==> config.mk <==
export PLATFORM = sky130hd
export DESIGN_NAME = alu_sequencer
export DESIGN_NICKNAME = d
export VERILOG_FILES = /design/src/rtl/alu_sequencer.sv
export SDC_FILE = /design/constraint.sdc
export NUM_CORES = 1
export LEC_CHECK = 0
export BUFFER_PORTS_ARGS = -buffer_cell sky130_fd_sc_hd__buf_4
export CAP_MARGIN = 40
export CORE_UTILIZATION = 50
export DETAILED_ROUTE_END_ITERATION = 8
export GPL_ROUTABILITY_DRIVEN = 0
export HOLD_SLACK_MARGIN = 0.02
export PLACE_DENSITY = 0.84
export SYNTH_ARGS = -nofsm -noshare
export SYNTH_HDL_FRONTEND = slang
export SYNTH_SLANG_ARGS = --single-unit
==> constraint.sdc <==
create_clock -name clk -period 3.95 [get_ports clk]
set_input_delay 1.185 -clock clk [delete_from_list [all_inputs] [get_ports clk]]
set_output_delay 1.185 -clock clk [all_outputs]
set_load 0.01 [all_outputs]
==> src/rtl/alu_sequencer.sv <==
// alu_sequencer: command-driven control unit for the 8-bit accumulator ALU.
// Owns AC, E and DR, fetches the DR operand over a variable-latency read
// port, steers the external ALU and writes results back to AC/E or memory.
module alu_sequencer #(
  parameter int ADDR_W  = 8,
  parameter int TIMEOUT = 16
) (
  input  logic              clk,
  input  logic              reset,
  input  logic              cmd_valid,
  output logic              cmd_ready,
  input  logic [2:0]        cmd_op,
  input  logic [ADDR_W-1:0] cmd_addr,
  output logic              mem_rd,
  output logic              mem_wr,
  output logic [ADDR_W-1:0] mem_addr,
  output logic [7:0]        mem_wdata,
  input  logic [7:0]        mem_rdata,
  input  logic              mem_rvalid,
  output logic [7:0]        alu_ac,
  output logic [7:0]        alu_dr,
  output logic [2:0]        alu_sel,
  input  logic [7:0]        alu_result,
  input  logic              alu_e,
  output logic [7:0]        ac,
  output logic              e,
  output logic              done,
  output logic              err,
  output logic              busy
);

  // The WAIT counter only ever holds 0 .. TIMEOUT-1.
  localparam int CNT_W = (TIMEOUT > 1) ? $clog2(TIMEOUT) : 1;
  localparam logic [CNT_W-1:0] CNT_LAST = CNT_W'(TIMEOUT - 1);

  localparam logic [2:0] OP_ADD   = 3'b000;
  localparam logic [2:0] OP_ASHL  = 3'b001;
  localparam logic [2:0] OP_DIV2  = 3'b011;
  localparam logic [2:0] OP_STORE = 3'b101;
  localparam logic [2:0] OP_CLE   = 3'b111;

  typedef enum logic [2:0] {
    S_IDLE,
    S_FETCH,
    S_WAIT,
    S_EXEC,
    S_WRITE,
    S_DONE
  } state_t;

  state_t            state_q, state_d;
  logic [2:0]        op_q, op_d;
  logic [ADDR_W-1:0] addr_q, addr_d;
  logic [7:0]        ac_q, ac_d;
  logic [7:0]        dr_q, dr_d;
  logic              e_q, e_d;
  logic              err_q, err_d;
  logic [CNT_W-1:0]  cnt_q, cnt_d;

  // State and datapath registers; reset aborts any command in flight.
  always_ff @(posedge clk or posedge reset) begin
    if (reset) begin
      state_q <= S_IDLE;
      op_q    <= 3'b000;
      addr_q  <= '0;
      ac_q    <= 8'h00;
      dr_q    <= 8'h00;
      e_q     <= 1'b0;
      err_q   <= 1'b0;
      cnt_q   <= '0;
    end else begin
      state_q <= state_d;
      op_q    <= op_d;
      addr_q  <= addr_d;
      ac_q    <= ac_d;
      dr_q    <= dr_d;
      e_q     <= e_d;
      err_q   <= err_d;
      cnt_q   <= cnt_d;
    end
  end

  // Next-state, register updates and strobes for each phase of a command.
  always_comb begin
    state_d   = state_q;
    op_d      = op_q;
    addr_d    = addr_q;
    ac_d      = ac_q;
    dr_d      = dr_q;
    e_d       = e_q;
    err_d     = err_q;
    cnt_d     = cnt_q;
    cmd_ready = 1'b0;
    mem_rd    = 1'b0;
    mem_wr    = 1'b0;
    mem_wdata = 8'h00;
    alu_sel   = OP_STORE;
    done      = 1'b0;
    err       = 1'b0;

    unique case (state_q)
      S_IDLE: begin
        cmd_ready = 1'b1;
        if (cmd_valid) begin
          op_d   = cmd_op;
          addr_d = cmd_addr;
          err_d  = 1'b0;
          if (cmd_op == OP_STORE) begin
            state_d = S_WRITE;
          end else if (cmd_op == OP_CLE) begin
            state_d = S_EXEC;
          end else begin
            state_d = S_FETCH;
          end
        end
      end
      S_FETCH: begin
        mem_rd  = 1'b1;
        cnt_d   = '0;
        state_d = S_WAIT;
      end
      S_WAIT: begin
        if (mem_rvalid) begin
          dr_d    = mem_rdata;
          state_d = S_EXEC;
        end else if (cnt_q == CNT_LAST) begin
          err_d   = 1'b1;
          state_d = S_DONE;
        end else begin
          cnt_d = cnt_q + 1'b1;
        end
      end
      S_EXEC: begin
        alu_sel = (op_q == OP_CLE) ? OP_STORE : op_q;
        if (op_q == OP_CLE) begin
          e_d = 1'b0;
        end else begin
          ac_d = alu_result;
          if (op_q == OP_ADD || op_q == OP_ASHL || op_q == OP_DIV2) begin
            e_d = alu_e;
          end
        end
        state_d = S_DONE;
      end
      S_WRITE: begin
        alu_sel   = OP_STORE;
        mem_wr    = 1'b1;
        mem_wdata = alu_result;
        state_d   = S_DONE;
      end
      S_DONE: begin
        done    = 1'b1;
        err     = err_q;
        state_d = S_IDLE;
      end
      default: begin
        state_d = S_IDLE;
      end
    endcase
  end

  assign mem_addr = addr_q;
  assign alu_ac   = ac_q;
  assign alu_dr   = dr_q;
  assign ac       = ac_q;
  assign e        = e_q;
  assign busy     = ~cmd_ready;

endmodule

==> results.json, run 1 <==
{
  "outcome": "completed",
  "p_leak_nw": 1.25,
  "switchingPower_w": 0.000668,
  "antenna_left": 0,
  "p_per_area_mw_per_mm2": 781,
  "max_cap_viol_count": 0,
  "die-area_mm2": 0.00382,
  "clkLatencyLatePin_ns": 0.35,
  "syn_inst": 145,
  "dpl.cell_count": 258,
  "cts.sinks": 36,
  "synthTopCellsByArea": "dfrtp_1 (50%), mux2_2 (11%), mux2_4 (6.7%)",
  "synth.largest_area_cell": "dfrtp_1",
  "globalRouteOverflowTotal": 0,
  "dp_slack_ns": 1.14,
  "nets": 252,
  "post_cts_buffers": 0,
  "clockBufferDepth": 2,
  "diodes": 0,
  "finalSetupViolCount": 0,
  "rrSetupSlack_ns": 1.97,
  "hp-start": "err_q",
  "grtUsageTotal": 0.204,
  "die_h_um": 61.8,
  "initialDrtViolationCount": 26,
  "grt_first_pass_wirelength_um": 5560,
  "worstHoldPathType": "flop to flop",
  "cpPeakStageDelay_ns": 0.70,
  "layout_min_cycle_time_ns": 3.16,
  "vias_per_cell": 5.17,
  "drt_pass1_iterations": 4,
  "ir_drop_uv": 471,
  "synth.net_count": 178,
  "pwr-share-clk": 0.151,
  "crit_chain": "nand3b_1, a31o_1, nor2_1, buf_4",
  "switching_share": 0.350,
  "start_util": 0.528,
  "cts_buffers": 5,
  "dpl.hpwl_um": 2780,
  "wl_per_cell_um": 14.0,
  "startpoint_type": "flop",
  "rows": 21,
  "final_cells": 266,
  "boundaryPins": 82,
  "rsz0062_at_grt": "no",
  "htree_levels": 2,
  "max_freq_ghz": 0.316,
  "crit_type": "flop to output pin",
  "synthArstFlopShare": 1.00,
  "vias": 1375,
  "required_ns": 2.76,
  "synth-seq-cells": 36,
  "rr_startpoint": "state_q[0]",
  "synth_top_cell_area_share": 0.503,
  "drive_gt1_frac": 0.550,
  "startpoint": "state_q[2]",
  "critPathArrivalTime_ns": 1.98,
  "max-slew-margin-rel": 0.442,
  "portBuffers": 81,
  "grt_max_degree": 37,
  "synth_edf_count": 0,
  "root_buffer": "clkbuf_4",
  "synth_ff_type": "dfrtp_1",
  "drc": 0,
  "finalWirelength_um": 3730,
  "finClkSkew_ns": 0.0119,
  "internal_power_w": 0.00124,
  "cts_hold_buf": 0,
  "setup_slack_ns": 0.790,
  "synth_seq_area_share": 0.503,
  "slew_violations": 0,
  "area_growth_pct": 36.8,
  "cts_tree": "done",
  "synth_cell_types": 40,
  "pwr-share-comb": 0.475,
  "yosys_warnings": 0,
  "grt_pass1_vias": 1308,
  "die-width_um": 61.8,
  "cp-end-kind": "output pin",
  "antenna_found_initial": 0,
  "fp.coreArea_mm2": 0.00339,
  "fin_crit_sh": 0.800,
  "clk_pin_slew_ns": 0.10,
  "p_total_w": 0.00191,
  "fin_util": 0.722,
  "critical_path.max_fanout": 19,
  "hold_viol": 0,
  "syn_area_mm2": 0.00179,
  "cp_slowest_cell": "dfrtp_1",
  "worst_pin_slew_ns": 0.833,
  "seqPwrFrac": 0.374,
  "avgSynthCellArea_um2": 12.3,
  "tns_ns": 0,
  "ctsResizeCount": 0
}
==> synthesized netlist by cell type (4+ instances only) <==
cell / number
and3_1: 10
buf_4: 8
dfrtp_1: 36
inv_1: 6
mux2_2: 17
mux2_4: 8
nand2_1: 7
nand3_1: 4
==> per-stage QoR <==
step	cell area (um^2)	hold WS (ns)
CTS	2450	0.494
detailed placement	2350	0.461
finish	2450	0.494
floorplan	1790	0.443
global route	2450	0.516
global placement	2350	0.469
==> routing by layer <==
metal	share of wire	routed length (um)	global-route usage	vias to the layer above
met2	0.51	1920	0.382	61
met1	0.41	1520	0.214	647
met3	0.060	223	0.0497	8
met4	0.017	65	0.0952	0
met5	0	0	0	-
li1	-	-	-	659
==> power groups by stage <==
stage                     clock network (W)  registers, W  logic (W)
final                              0.000289      0.000715   0.000907
after global routing               0.000313      0.000747   0.000995
after CTS                          0.000296      0.000716   0.000919
after global placement                    0      0.000708   0.000896
after floorplan                           0      0.000714   0.000571
after detailed placement                  0      0.000724   0.000915
==> layout by cell type (no fill, tap or decap), drive strengths merged, types with 4 or more instances in the layout <==
cell type   n
inv         6
clkbuf      7
nand2b      4
mux2       25
nand3       4
dfrtp      36
and3       10
nand2       7
buf        82
==> worst max-delay path: cells and delay by family, from the launching register on <==
family,cells,cell delay [ns]
simple gates,2,0.29
compound gates,1,0.48
flops,1,0.70
buf+inv,1,0.16
==> sequential cells by signal (all words and copies together) (netlist names) <==
name and cells:
alu_dr 8, state_q 3, err_q 1, op_q 3
mem_addr 8, ac 8, e 1, cnt_q 4
==> final cells by class <==
cell class,count,area [um^2]
clock buffers,7,65.1
clock inverters,1,30.0
fillers,254,942
inverters,6,22.5
multi-input cells,88,756
flip-flops and latches,36,901
well taps,46,57.6
repair buffers,82,616
==> kinds of logic (layout without fill, tap and decap cells) <==
| group | Yosys count | in the layout | share of synthesized area |
|---|---|---|---|
| and+or+nand+nor | 43 | 43 | 0.160 |
| DFF | 36 | 36 | 0.503 |
| muxes | 28 | 28 | 0.191 |
| buffers and inverters | 21 | 96 | 0.0741 |
| AOI/OAI and AO/OA | 16 | 16 | 0.0643 |
| adders and majority gates | 1 | 1 | 0.00699 |
==> worst paths after layout <==
path / end / cells after the start
worst max register to register: mem_addr[3] / 2
max in group asynchronous: cnt_q[2] / 3
min in group asynchronous: ac[0] / 3
worst max-delay path: alu_sel[1] / 4
worst min-delay path: err_q / 2
worst min register to register: err_q / 2
(Power assumes the default switching activity.)
==> run 2: changes to the inputs <==
--- a/config.mk
+++ b/config.mk
@@ -7,11 +7,11 @@
 export LEC_CHECK = 0
 export BUFFER_PORTS_ARGS = -buffer_cell sky130_fd_sc_hd__buf_4
 export CAP_MARGIN = 40
-export CORE_UTILIZATION = 50
+export CORE_UTILIZATION = 42
 export DETAILED_ROUTE_END_ITERATION = 8
 export GPL_ROUTABILITY_DRIVEN = 0
 export HOLD_SLACK_MARGIN = 0.02
-export PLACE_DENSITY = 0.84
+export PLACE_DENSITY = 0.75
 export SYNTH_ARGS = -nofsm -noshare
 export SYNTH_HDL_FRONTEND = slang
 export SYNTH_SLANG_ARGS = --single-unit
==> constraint.sdc (replaced) <==
create_clock -name clk -period 2.84 [get_ports clk]
set_input_delay 0.852 -clock clk [delete_from_list [all_inputs] [get_ports clk]]
set_output_delay 0.852 -clock clk [all_outputs]
set_load 0.01 [all_outputs]
==> run 2 against run 1 <==
Against the previous run: register-to-register slack worse by 1.0 ns; die area up 18%; worst setup slack worse by 0.54 ns; design area up 1.1%.
==> results.json, run 2 (synthesis gave the netlist of run 1 again) <==
{
  "final_cells": 273,
  "grt_first_pass_wirelength_um": 5640,
  "max_freq_ghz": 0.386,
  "finalWirelength_um": 3770,
  "die-area_mm2": 0.00453,
  "wl_per_cell_um": 13.8,
  "finalSetupViolCount": 0,
  "globalRouteOverflowTotal": 0,
  "initialDrtViolationCount": 47,
  "ir_drop_uv": 519,
  "rr_startpoint": "state_q[0]",
  "slew_violations": 0,
  "worstHoldPathType": "flop to flop",
  "grt_max_degree": 37,
  "area_growth_pct": 38.3,
  "tns_ns": 0,
  "grtUsageTotal": 0.173,
  "drc": 0,
  "clk_pin_slew_ns": 0.06,
  "start_util": 0.441,
  "nets": 255,
  "worst_pin_slew_ns": 0.616,
  "vias_per_cell": 5.04,
  "root_buffer": "clkbuf_8",
  "fp.coreArea_mm2": 0.00406,
  "drt_pass1_iterations": 4,
  "diodes": 0,
  "holdPathStages": 2,
  "post_cts_buffers": 0,
  "hp-start": "err_q",
  "fin_crit_sh": 0.913,
  "layout_min_cycle_time_ns": 2.59,
  "cp-end-kind": "output pin",
  "rr_worst_depth": 3,
  "outcome": "completed",
  "nFillCells": 350,
  "required_ns": 1.99,
  "rrSetupSlack_ns": 0.97,
  "antenna_found_initial": 0,
  "cts_hold_buf": 0,
  "max-slew-margin-rel": 0.586,
  "portBuffers": 81,
  "critical_path.max_fanout": 17,
  "die_h_um": 67.3,
  "multi_input_area_um2": 756,
  "clkLatencyLatePin_ns": 0.28,
  "grt_pass1_vias": 1238,
  "htree_levels": 2,
  "layout_commonest_cell": "buf_4",
  "finClkSkew_ns": 0.00844,
  "crit_type": "flop to output pin",
  "p_leak_nw": 1.26,
  "clockBufferDepth": 2,
  "cts.sinks": 36,
  "die-width_um": 67.3,
  "rows": 23,
  "stdcell_area_mm2": 0.00247,
  "startpoint_type": "flop",
  "dpl.hpwl_um": 2790,
  "dpl.cell_count": 265,
  "hold_viol": 0,
  "rsz0062_at_grt": "no",
  "critPathArrivalTime_ns": 1.74,
  "place_area_mm2": 0.00238,
  "mostFrequentLayoutCells": "buf_4 (85), dfrtp_1 (36), mux2_2 (17)",
  "cts_buffers": 5,
  "max_cap_viol_count": 0,
  "antenna_left": 0,
  "fin_util": 0.610,
  "hold_end": "err_q",
  "ctsResizeCount": 0,
  "final-seq-area_um2": 901,
  "drive_gt1_frac": 0.552,
  "cts_tree": "done",
  "boundaryPins": 82,
  "vias": 1375,
  "p_per_area_mw_per_mm2": 1070,
  "r2r_end": "mem_addr[0]"
}
==> run 2: cell types whose count changed in the layout (fill, tap and decap cells not counted) <==
cell / change
bufinv_16: -1
clkbuf_1: +1
clkinvlp_4: +1
clkbuf_8: +4
clkbuf_4: -5
buf_4: +3
==> run 2: worst max path at each step <==
stage | from | end | slack [ns] | depth (start not counted)
floorplan | state_q[1] | err | 0.71 | 3
global placement | state_q[0] | mem_rd | 0.58 | 3
detailed placement | state_q[0] | mem_rd | 0.57 | 3
CTS | state_q[0] | mem_rd | 0.26 | 3
global route | state_q[2] | err | 0.11 | 4
finish | state_q[0] | mem_rd | 0.25 | 3
==> run 2: area by class of cell <==
class | count | area share
flip-flops and latches | 36 | 0.364
multi-input cells | 88 | 0.306
repair buffers | 85 | 0.258
clock buffers | 7 | 0.0349
well taps | 50 | 0.0253
inverters | 6 | 0.00910
clock inverters | 1 | 0.00303
==> run 2: routing by layer <==
layer  wire length (um)  up-vias  global-route usage
li1                   -      660                   -
met1               1610      651               0.191
met2               1800       62               0.295
met3                335        2              0.0743
met4                 21        0              0.0638
met5                  0        -                   0
==> run 2: critical path, cell delays in order (launching register included) <==
cell and delay (ns):
dfrtp_1 0.72, or3b_2 0.56, inv_1 0.08, buf_4 0.11
==> run 2: where the power goes <==
part	switching, W	internal (W)	leakage (nW)
sequential	0.000236	0.000756	0.436
combinational	0.000519	0.000760	0.774
clock	0.000179	0.000197	0.0445
==> run 2: stage by stage <==
step | hold slack (ns) | worst slack (ns) | total power [W]
detailed placement | 0.473 | 0.574 | 0.00230
CTS | 0.491 | 0.258 | 0.00268
finish | 0.482 | 0.248 | 0.00265
global placement | 0.473 | 0.584 | 0.00227
floorplan | 0.443 | 0.706 | 0.00179
global route | 0.518 | 0.107 | 0.00285
